`src/rtl/butterfly_r2_seq_pkg.sv`:
```
// butterfly_r2_seq_pkg: shared FFT constants, butterfly FSM states and fixed-point helpers
package butterfly_r2_seq_pkg;

    localparam int DW_DEF = 16;
    localparam int TW_DEF = 16;

    typedef enum logic [2:0] {S_IDLE, S_M0, S_M1, S_M2, S_M3, S_WX, S_WY} state_t;

    function automatic logic signed [63:0] round_shift(input logic signed [63:0] p, input int tw);
        return (p + (64'sd1 <<< (tw - 2))) >>> (tw - 1);
    endfunction

    function automatic logic signed [63:0] sat(input logic signed [63:0] v, input int dw);
        logic signed [63:0] hi, lo;
        hi = (64'sd1 <<< (dw - 1)) - 64'sd1;
        lo = -(64'sd1 <<< (dw - 1));
        return v > hi ? hi : v < lo ? lo : v;
    endfunction

endpackage

```
`src/rtl/butterfly_r2_seq_if.sv`:
```
// butterfly_r2_seq_if: operand/twiddle request and result write bus of the serial butterfly
interface butterfly_r2_seq_if #(parameter int DW = 16, parameter int TW = 16);
    logic                 bf_go, bf_busy, bf_done, scale, inv, wren, out_sel, ovf;
    logic signed [DW-1:0] a_re, a_im, b_re, b_im, out_re, out_im;
    logic signed [TW-1:0] w_re, w_im;
    modport master(output bf_go, a_re, a_im, b_re, b_im, w_re, w_im, scale, inv,
                   input bf_busy, bf_done, wren, out_sel, out_re, out_im, ovf);
    modport slave(input bf_go, a_re, a_im, b_re, b_im, w_re, w_im, scale, inv,
                  output bf_busy, bf_done, wren, out_sel, out_re, out_im, ovf);
endinterface

```
`src/rtl/butterfly_r2_seq_out_stage.sv`:
```
// bf_out_stage: A +/- t with optional halving, saturation to DW bits and clip flag
module bf_out_stage import butterfly_r2_seq_pkg::*; #(
    parameter int DW = 16
) (
    input  logic signed [DW-1:0] a_re,
    input  logic signed [DW-1:0] a_im,
    input  logic signed [DW+1:0] t_re,
    input  logic signed [DW+1:0] t_im,
    input  logic                 sub,
    input  logic                 scale,
    output logic signed [DW-1:0] o_re,
    output logic signed [DW-1:0] o_im,
    output logic                 ovf
);
    logic signed [DW+2:0] s_re, s_im, c_re, c_im;
    logic signed [63:0]   q_re, q_im;

    // DW+3 bits hold any A +/- t without wrap, so clipping is decided on the true value
    always_comb begin
        s_re = sub ? (DW+3)'(a_re) - (DW+3)'(t_re) : (DW+3)'(a_re) + (DW+3)'(t_re);
        s_im = sub ? (DW+3)'(a_im) - (DW+3)'(t_im) : (DW+3)'(a_im) + (DW+3)'(t_im);
        c_re = scale ? (DW+3)'((s_re + 1) >>> 1) : s_re;
        c_im = scale ? (DW+3)'((s_im + 1) >>> 1) : s_im;
        q_re = sat(64'(c_re), DW);
        q_im = sat(64'(c_im), DW);
        o_re = DW'(q_re);
        o_im = DW'(q_im);
        ovf  = q_re != 64'(c_re) || q_im != 64'(c_im);
    end
endmodule

```
`src/rtl/butterfly_r2_seq.sv`:
```
// butterfly_r2_seq: radix-2 DIT butterfly X = A + W*B, Y = A - W*B on one shared multiplier
module butterfly_r2_seq import butterfly_r2_seq_pkg::*; #(
    parameter int DW = DW_DEF,
    parameter int TW = TW_DEF
) (
    input logic              clk,
    input logic              rst_n,
    butterfly_r2_seq_if.slave bus
);
    state_t                  state_q, state_d;
    logic signed [DW-1:0]    a_re_q, a_im_q, b_re_q, b_im_q, a_re_d, a_im_d, b_re_d, b_im_d;
    logic signed [TW-1:0]    w_re_q, w_im_q, w_re_d, w_im_d;
    logic                    scale_q, inv_q, scale_d, inv_d;
    logic signed [DW:0]      p0_q, p1_q, p2_q, p3_q, p0_d, p1_d, p2_d, p3_d;
    logic                    busy_q, done_q, wren_q, sel_q, ovf_q, busy_d, done_d, wren_d, sel_d, ovf_d;
    logic signed [DW-1:0]    out_re_q, out_im_q, out_re_d, out_im_d;
    logic                    cap;
    logic signed [DW-1:0]    m_b;
    logic signed [TW-1:0]    m_w;
    logic signed [DW+TW-1:0] prod;
    logic signed [DW:0]      rnd;
    logic signed [DW+1:0]    t_re, t_im;
    logic signed [DW-1:0]    s_re, s_im;
    logic                    s_ovf;

    bf_out_stage #(.DW(DW)) u_out (
        .a_re(a_re_q), .a_im(a_im_q), .t_re(t_re), .t_im(t_im),
        .sub(state_q == S_WY), .scale(scale_q),
        .o_re(s_re), .o_im(s_im), .ovf(s_ovf)
    );

    // Sequencing, operand capture, one product per M state, twiddle product and result registers
    always_comb begin
        cap      = state_q == S_IDLE && bus.bf_go;
        state_d  = state_q == S_IDLE ? (bus.bf_go ? S_M0 : S_IDLE)
                 : state_q == S_WY ? S_IDLE : state_t'(state_q + 3'd1);
        a_re_d   = cap ? bus.a_re : a_re_q;
        a_im_d   = cap ? bus.a_im : a_im_q;
        b_re_d   = cap ? bus.b_re : b_re_q;
        b_im_d   = cap ? bus.b_im : b_im_q;
        w_re_d   = cap ? bus.w_re : w_re_q;
        w_im_d   = cap ? bus.w_im : w_im_q;
        scale_d  = cap ? bus.scale : scale_q;
        inv_d    = cap ? bus.inv : inv_q;
        m_b      = (state_q == S_M0 || state_q == S_M2) ? b_re_q : b_im_q;
        m_w      = (state_q == S_M0 || state_q == S_M3) ? w_re_q : w_im_q;
        prod     = m_b * m_w;
        rnd      = (DW+1)'(round_shift(64'(prod), TW));
        p0_d     = state_q == S_M0 ? rnd : p0_q;
        p1_d     = state_q == S_M1 ? rnd : p1_q;
        p2_d     = state_q == S_M2 ? rnd : p2_q;
        p3_d     = state_q == S_M3 ? rnd : p3_q;
        t_re     = inv_q ? (DW+2)'(p0_q) + (DW+2)'(p1_q) : (DW+2)'(p0_q) - (DW+2)'(p1_q);
        t_im     = inv_q ? (DW+2)'(p3_q) - (DW+2)'(p2_q) : (DW+2)'(p3_q) + (DW+2)'(p2_q);
        wren_d   = state_q == S_WX || state_q == S_WY;
        done_d   = state_q == S_WY;
        busy_d   = state_d != S_IDLE || state_q == S_WY;
        sel_d    = wren_d ? state_q == S_WY : sel_q;
        ovf_d    = wren_d ? s_ovf : ovf_q;
        out_re_d = wren_d ? s_re : out_re_q;
        out_im_d = wren_d ? s_im : out_im_q;
    end

    // All state registers; reset aborts any butterfly and clears every output
    always_ff @(posedge clk) begin
        if (!rst_n) begin
            state_q  <= S_IDLE;
            a_re_q   <= '0;
            a_im_q   <= '0;
            b_re_q   <= '0;
            b_im_q   <= '0;
            w_re_q   <= '0;
            w_im_q   <= '0;
            scale_q  <= 1'b0;
            inv_q    <= 1'b0;
            p0_q     <= '0;
            p1_q     <= '0;
            p2_q     <= '0;
            p3_q     <= '0;
            busy_q   <= 1'b0;
            done_q   <= 1'b0;
            wren_q   <= 1'b0;
            sel_q    <= 1'b0;
            ovf_q    <= 1'b0;
            out_re_q <= '0;
            out_im_q <= '0;
        end else begin
            state_q  <= state_d;
            a_re_q   <= a_re_d;
            a_im_q   <= a_im_d;
            b_re_q   <= b_re_d;
            b_im_q   <= b_im_d;
            w_re_q   <= w_re_d;
            w_im_q   <= w_im_d;
            scale_q  <= scale_d;
            inv_q    <= inv_d;
            p0_q     <= p0_d;
            p1_q     <= p1_d;
            p2_q     <= p2_d;
            p3_q     <= p3_d;
            busy_q   <= busy_d;
            done_q   <= done_d;
            wren_q   <= wren_d;
            sel_q    <= sel_d;
            ovf_q    <= ovf_d;
            out_re_q <= out_re_d;
            out_im_q <= out_im_d;
        end
    end

    assign bus.bf_busy = busy_q;
    assign bus.bf_done = done_q;
    assign bus.wren    = wren_q;
    assign bus.out_sel = sel_q;
    assign bus.ovf     = ovf_q;
    assign bus.out_re  = out_re_q;
    assign bus.out_im  = out_im_q;
endmodule

```
`src/flat_wrapper.sv`:
```
// flat-port wrapper written by rule: the top's interface ports become plain ports
module butterfly_r2_seq_flat import butterfly_r2_seq_pkg::*;
#(
    parameter int DW = DW_DEF,
    parameter int TW = TW_DEF
)
  (clk, rst_n, bus_bf_go, bus_a_re, bus_a_im, bus_b_re, bus_b_im, bus_w_re, bus_w_im, bus_scale, bus_inv, bus_bf_busy, bus_bf_done, bus_wren, bus_out_sel, bus_out_re, bus_out_im, bus_ovf);
  butterfly_r2_seq_if #(.DW(DW), .TW(TW)) bus_i ();
  input logic clk;
  input logic rst_n;
  input wire logic [$bits(bus_i.bf_go)-1:0] bus_bf_go;
  input wire logic [$bits(bus_i.a_re)-1:0] bus_a_re;
  input wire logic [$bits(bus_i.a_im)-1:0] bus_a_im;
  input wire logic [$bits(bus_i.b_re)-1:0] bus_b_re;
  input wire logic [$bits(bus_i.b_im)-1:0] bus_b_im;
  input wire logic [$bits(bus_i.w_re)-1:0] bus_w_re;
  input wire logic [$bits(bus_i.w_im)-1:0] bus_w_im;
  input wire logic [$bits(bus_i.scale)-1:0] bus_scale;
  input wire logic [$bits(bus_i.inv)-1:0] bus_inv;
  output wire logic [$bits(bus_i.bf_busy)-1:0] bus_bf_busy;
  output wire logic [$bits(bus_i.bf_done)-1:0] bus_bf_done;
  output wire logic [$bits(bus_i.wren)-1:0] bus_wren;
  output wire logic [$bits(bus_i.out_sel)-1:0] bus_out_sel;
  output wire logic [$bits(bus_i.out_re)-1:0] bus_out_re;
  output wire logic [$bits(bus_i.out_im)-1:0] bus_out_im;
  output wire logic [$bits(bus_i.ovf)-1:0] bus_ovf;
  assign bus_i.bf_go = bus_bf_go;
  assign bus_i.a_re = bus_a_re;
  assign bus_i.a_im = bus_a_im;
  assign bus_i.b_re = bus_b_re;
  assign bus_i.b_im = bus_b_im;
  assign bus_i.w_re = bus_w_re;
  assign bus_i.w_im = bus_w_im;
  assign bus_i.scale = bus_scale;
  assign bus_i.inv = bus_inv;
  assign bus_bf_busy = bus_i.bf_busy;
  assign bus_bf_done = bus_i.bf_done;
  assign bus_wren = bus_i.wren;
  assign bus_out_sel = bus_i.out_sel;
  assign bus_out_re = bus_i.out_re;
  assign bus_out_im = bus_i.out_im;
  assign bus_ovf = bus_i.ovf;
  butterfly_r2_seq #(.DW(DW), .TW(TW)) u_core (.clk(clk), .rst_n(rst_n), .bus(bus_i));
endmodule
```
`config.mk`:
```
export PLATFORM = sky130hd
export DESIGN_NAME = butterfly_r2_seq_flat
export DESIGN_NICKNAME = d
export VERILOG_FILES = /design/src/rtl/butterfly_r2_seq_pkg.sv /design/src/rtl/butterfly_r2_seq_if.sv /design/src/rtl/butterfly_r2_seq_out_stage.sv /design/src/rtl/butterfly_r2_seq.sv /design/src/flat_wrapper.sv
export SDC_FILE = /design/constraint.sdc
export NUM_CORES = 1
export LEC_CHECK = 0
export ABC_AREA = 1
export BUFFER_PORTS_ARGS = -buffer_cell sky130_fd_sc_hd__buf_2
export CORE_MARGIN = 4
export CORE_UTILIZATION = 45
export DETAILED_ROUTE_END_ITERATION = 8
export HOLD_SLACK_MARGIN = 0.12
export PLACE_DENSITY_LB_ADDON = 0.1
export SLEW_MARGIN = 5
export SYNTH_ARGS = -nofsm -noshare
export SYNTH_HDL_FRONTEND = slang
export SYNTH_SLANG_ARGS = --single-unit
```
`constraint.sdc`:
```
create_clock -name clk -period 18.3 [get_ports clk]
set_input_delay 3.66 -clock clk [delete_from_list [all_inputs] [get_ports clk]]
set_output_delay 3.66 -clock clk [all_outputs]
set_load 0.03 [all_outputs]
```
[Word-level counts from Yosys, hierarchy flattened]
Index checks and enable logic that the tools add are counted.
Word-level totals
  register bits after elaboration: 206
Operators by class
  add/sub/neg operators: 12
  multiply operators: 1
  $lt $le $gt $ge: 4
  equal/unequal tests: 8
  muxes and demuxes: 15
  reductions and logical operators: 8
Operator list (number)
  $mux W64: 4
  $ne A64 B19 Y1: 2
  $mux W19: 4
  $add A19 B2 Y20 const B: 2
  $add A16 B18 Y19: 2
  $gt A19 B16 Y1 const B: 2
  $lt A19 B16 Y1 const B: 2
  $sub A16 B18 Y19: 2
  $add A17 B17 Y18: 2
  $mux W18: 2
  $sub A17 B17 Y18: 2
  $add A32 B16 Y32 const B: 1
  $mul A16 B16 Y32: 1
  $mux W16: 2
  $eq A3 B3 Y1 const B: 3
  $eq A3 B2 Y1 const B: 2
  $mux W3: 2
  $logic_or A1 B1 Y1: 5
  $add A3 B1 Y3 const B: 1
  $eq A3 B1 Y1 const B: 1
  $logic_not A3 Y1: 1
  $reduce_bool A3 Y1: 1
  $logic_and A1 B1 Y1: 1
  $mux W1: 1

[Logic depth before layout (Yosys ltp)]
  depth in word-level cells: 11
  depth in mapped cells: 48
  depth with buffers taken out: 48

[Hierarchy]
From an unflattened synthesis, not the netlist that was laid out.
Unflattened totals
  cell total of the unflattened synthesis: 3793
  area, all modules: 25688.4 µm²
Modules (own cells, without submodules)
  butterfly_r2_seq: instances 1, cells each 2650, area an instance 20171.8 µm²
  bf_out_stage: instances 1, cells each 1143, area an instance 5516.5 µm²

[Least setup slack after synthesis]
OpenSTA, ideal clock, no wires.
  kind: register to register
  start point: register u_core.state_q[0]
  end point: register u_core.p1_q[16]
  arrival time: 7.145 ns
  path slack: 11.045 ns
  stages on the path, launching flop included: 38
  path buffers: 5
  period minus slack after synthesis: 7.255 ns
  cells stage by stage: dfxtp_1 > buf_2 > nand2_1 > inv_1 > ha_1 > buf_2 > inv_1 > nand2_2 > clkbuf_1 > clkbuf_1 > nand2_1 > o21ai_0 > clkbuf_1 > nand2_1 > fa_1 > inv_1 > fa_1 > inv_1 > [2 not listed] > fa_1 > inv_1 > fa_1 > inv_1 > fa_1 > ha_1 > a21oi_1 > o21ai_0 > a21oi_1 > inv_1 > a2111oi_0 > nand2_1 > nand3b_1 > nand2_1 > nand2_1 > nand3_1 > nand2_1 > inv_1
Between the ends
  longest elaborated chain between the ends: 5
  elaborated cells between the ends (all ways): 10
  classes of those cells: 1 x add/sub; 1 x mul; 4 x eq/ne; 2 x mux; 2 x reduce/logical
RTL lines
  start, declared: RTL line butterfly_r2_seq.sv:10  | state_t state_q, state_d;
  start signal, assigned: RTL line butterfly_r2_seq.sv:88  | state_q <= state_d;
  $eq A3 B1 Y1, or another cell as far along: RTL line butterfly_r2_seq.sv:45, butterfly_r2_seq.sv:46
  $logic_or A1 B1 Y1 (on tied branches): RTL line butterfly_r2_seq.sv:45, butterfly_r2_seq.sv:46
  $mux W16 (on tied branches): RTL line butterfly_r2_seq.sv:45, butterfly_r2_seq.sv:46
  $mul A16 B16 Y32: RTL line butterfly_r2_seq.sv:47  | prod = m_b * m_w;
  $add A32 B16 Y32: RTL line butterfly_r2_seq_pkg.sv:10  | return (p + (64'sd1 <<< (tw - 2))) >>> (tw - 1);
  end signal, assigned: RTL line butterfly_r2_seq.sv:98  | p1_q <= p1_d;
  end, declared: RTL line butterfly_r2_seq.sv:14  | logic signed [DW:0] p0_q, p1_q, p2_q, p3_q, p0_d, p1_d, p2_d, p3_d;
Several ways; a longest one is shown, not always the timed one.
A chain may end at the register's enable or synchronous reset.

[Worst setup path in the final report]
  start point: register u_core.state_q[0]
  end point: register u_core.p0_q[16]
Between the ends
  longest elaborated chain between the ends: 5
  elaborated cells between the ends (all ways): 9
  classes of those cells: 1 x add/sub; 1 x mul; 3 x eq/ne; 2 x mux; 2 x reduce/logical
RTL lines
  $eq A3 B1 Y1, or another cell as far along: RTL line butterfly_r2_seq.sv:45, butterfly_r2_seq.sv:46, butterfly_r2_seq.sv:49
  $logic_or A1 B1 Y1 (on tied branches): RTL line butterfly_r2_seq.sv:45, butterfly_r2_seq.sv:46
  $mux W16 (on tied branches): RTL line butterfly_r2_seq.sv:45, butterfly_r2_seq.sv:46
  $mul A16 B16 Y32: RTL line butterfly_r2_seq.sv:47
  $add A32 B16 Y32: RTL line butterfly_r2_seq_pkg.sv:10
  end signal, assigned: RTL line butterfly_r2_seq.sv:97  | p0_q <= p0_d;
  end, declared: RTL line butterfly_r2_seq.sv:14
Several ways; a longest one is shown, not always the timed one.

==> flow_metrics.tcl <==
set metrics [dict create \
    cp_max_fo 32 \
    synth-edff-count 0 \
    drtPass1Iterations 6 \
    crit_path_start "u_core.state_q[0]" \
    syn_inst 3699 \
    finalSetupViolCount 0 \
    grt_max_degree 113 \
    dieArea_sq_um 60000 \
    drt_iter0_drc 1535 \
    r2r-start "u_core.state_q[0]" \
    path_class "reg -> reg" \
    antenna_found_initial 0 \
    ant_nets 0 \
    cts_tree "yes" \
    timing.rr.end "u_core.p0_q[16]" \
    grt_pass1_wl_mm 118 \
    dpl_cell_area_sq_um 26700 \
    hold_path.class "reg -> reg" \
    root_buffer "clkbuf_16" \
    relSlewSlack 0.304 \
    numCtsBuffers 27 \
    ys_types 55 \
    holdBufCountCts 0 \
    syn_avg_cell_area_sq_um 6.83 \
    ys_seq_area_frac 0.163 \
    synth_seq_cells 206 \
    grt_pass1_vias 22200 \
    syn-cell-area_sq_um 25200 \
    met1_length_mm 35.1 \
    place_hpwl_mm 58.8 \
    drc_errors 0 \
    cts_setup_buffers 0 \
    fin_crit_ns 8.95 \
    status "completed" \
    std_cell_rows 86 \
    num_vias 23000 \
    cp.depth 32 \
    yosysWarnings 0 \
    rsz0062_at_grt "no" \
    stdcell_count 4556 \
    drv_slew 0 \
    async_flop_share 0 \
    cp.arrival_ns 9.43 \
    wl_met2_mm 30.0 \
    critPathCapture "u_core.p0_q[16]" \
    ys.flop_type "dfxtp_1" \
    drive_above_1_share 0.0835 \
    grt_remaining_overflow 0 \
    diodes 0 \
    fillers 5859 \
    fp.coreArea_sq_um 55300 \
    critPathCaptureType "flop" \
    max_cap_violations 0 \
    setup_tns_ns 0 \
    worstPathRequired_ns 18.78 \
    period_share 0.489 \
    grtUsageTotal 0.243 \
    whs_ns 0.444 \
    fin_skew_ns 0.0265 \
    wl_met3_mm 5.08 \
    post_drt_wl_per_cell_um 15.7 \
    crit_family "adder cells" \
    tightestPinTransition_ns 1.04 \
    startpoint_type "flop" \
    pin_count 138 \
    fp.dieH_um 245 \
    slowest_delay_ns 0.73 \
    dp_cells 4507 \
    io_buffer_count 137 \
    crit_top_cell "inv_1" \
    dr.max_layer_used "met4" \
    clkSinkCount 206 \
    drt-total-wl_mm 71.5 \
    die_x_um 245 \
    slowest_stage "ha_1" \
    finalHoldViolCount 0 \
    finalInstanceArea_sq_um 27600 \
    crit_buf_inv 10 \
    path_clk_slew_ns 0.06 \
    htreeDepth 1 \
    ff2ff_setup_slack_ns 9.35 \
    clk_latency_ns 0.58 \
    syn_nets 4222 \
    cts_resized 0 \
    area_growth_pct 9.36 \
    clock_path_buffers 3 \
    gp_congestion 0.920 \
    start_util 0.457 \
    r2r_cells 32 \
    avgViaCountPerCell 5.05 \
    fmax_mhz 112 \
    fin_nets 4311 \
]
==> worst min-delay path by stage <==
stage,start,slack (ns),depth (start not counted),endpoint
after floorplan,u_core.b_im_q[11],0.42,2,u_core.b_im_q[11]
after CTS,u_core.b_im_q[13],0.45,2,u_core.b_im_q[13]
final,u_core.w_im_q[7],0.44,2,u_core.w_im_q[7]
after detailed placement,u_core.b_im_q[13],0.44,2,u_core.b_im_q[13]
after global routing,u_core.b_re_q[8],0.47,2,u_core.b_re_q[8]
after global placement,u_core.b_im_q[13],0.43,2,u_core.b_im_q[13]
==> through the flow <==
stage / util / setup WS, ns
CTS: 0.499 / 9.32
finish: 0.499 / 9.35
detailed placement: 0.483 / 9.36
global placement: 0.483 / 9.50
floorplan: - / 11.05
global route: 0.499 / 8.47
==> cell usage after synthesis, types with 18 or more instances <==
| library cell | n | area, sq um |
|---|---|---|
| nand2_1 | 845 | 3170 |
| inv_1 | 730 | 2740 |
| nor2_1 | 301 | 1130 |
| fa_1 | 267 | 5350 |
| o21ai_0 | 241 | 1210 |
| a21oi_1 | 238 | 1190 |
| nand3_1 | 213 | 1070 |
| dfxtp_1 | 206 | 4120 |
| ha_1 | 155 | 1940 |
| clkbuf_1 | 96 | 360 |
| xor2_1 | 63 | 552 |
| nand4_1 | 48 | 300 |
| a21oi_2 | 27 | 236 |
| o211ai_1 | 25 | 188 |
| xnor2_1 | 25 | 219 |
| o21ai_1 | 24 | 120 |
| nand3b_1 | 23 | 173 |
| nor3_1 | 21 | 105 |
| nand2_2 | 18 | 113 |
==> logic make-up (layout without fill, tap and decap cells) <==
kind of cell               Yosys count  after routing  synth area share
buffers and inverters              860            969             0.129
DFF                                206            206             0.163
and+or+nand+nor                   1519           1519             0.255
adders and majority gates          422            422             0.289
xor gates and xnor gates            92             92            0.0335
AOI/OAI and AO/OA                  600            600             0.130
==> layout make-up <==
| type | count | area (sq um) | share of cell area |
|---|---|---|---|
| Multi-Input combinational cell | 2633 | 17900 | 0.648 |
| Sequential cell | 206 | 4120 | 0.149 |
| Inverter | 750 | 2820 | 0.102 |
| Timing Repair Buffer | 170 | 936 | 0.0339 |
| Tap cell | 748 | 936 | 0.0339 |
| Clock buffer | 39 | 751 | 0.0272 |
| Clock inverter | 10 | 154 | 0.00557 |
==> worst reg2reg max path, delay by kind of cell (launching register included) <==
| kind | cells | cell delay (ns) |
|---|---|---|
| simple gates | 9 | 1.58 |
| flops | 1 | 0.45 |
| compound gates | 5 | 1.34 |
| buf+inv | 10 | 1.41 |
| fa+ha+maj | 8 | 4.05 |
==> cells in the final DEF, fill, tap and decap left out, types with 27 or more instances in the layout <==
cell type	n
nand2_1	845
inv_1	730
nor2_1	301
fa_1	267
o21ai_0	238
a21oi_1	238
nand3_1	212
dfxtp_1	206
ha_1	155
buf_2	136
xor2_1	63
nand4_1	48
buf_4	34
a21oi_2	27
clkbuf_16	27
==> metal layers <==
metal  GRT usage  vias to the layer above
met5           0                        -
met4      0.0460                        0
met3      0.0488                       75
met2       0.367                      549
met1       0.363                    10700
li1            -                    11700
==> flip-flops by register name, summed over array words and instances (netlist names), 3 cells and up <==
signal,flops
u_core.a_re_q,16
u_core.bus.out_re,16
u_core.p0_q,17
u_core.p3_q,17
u_core.p1_q,17
u_core.b_im_q,16
u_core.bus.out_im,16
u_core.w_re_q,16
u_core.state_q,3
u_core.w_im_q,16
u_core.b_re_q,16
u_core.p2_q,17
u_core.a_im_q,16
Power is not shown: default switching activity piles up to over one toggle a cycle in this logic, so the estimate is an artifact.
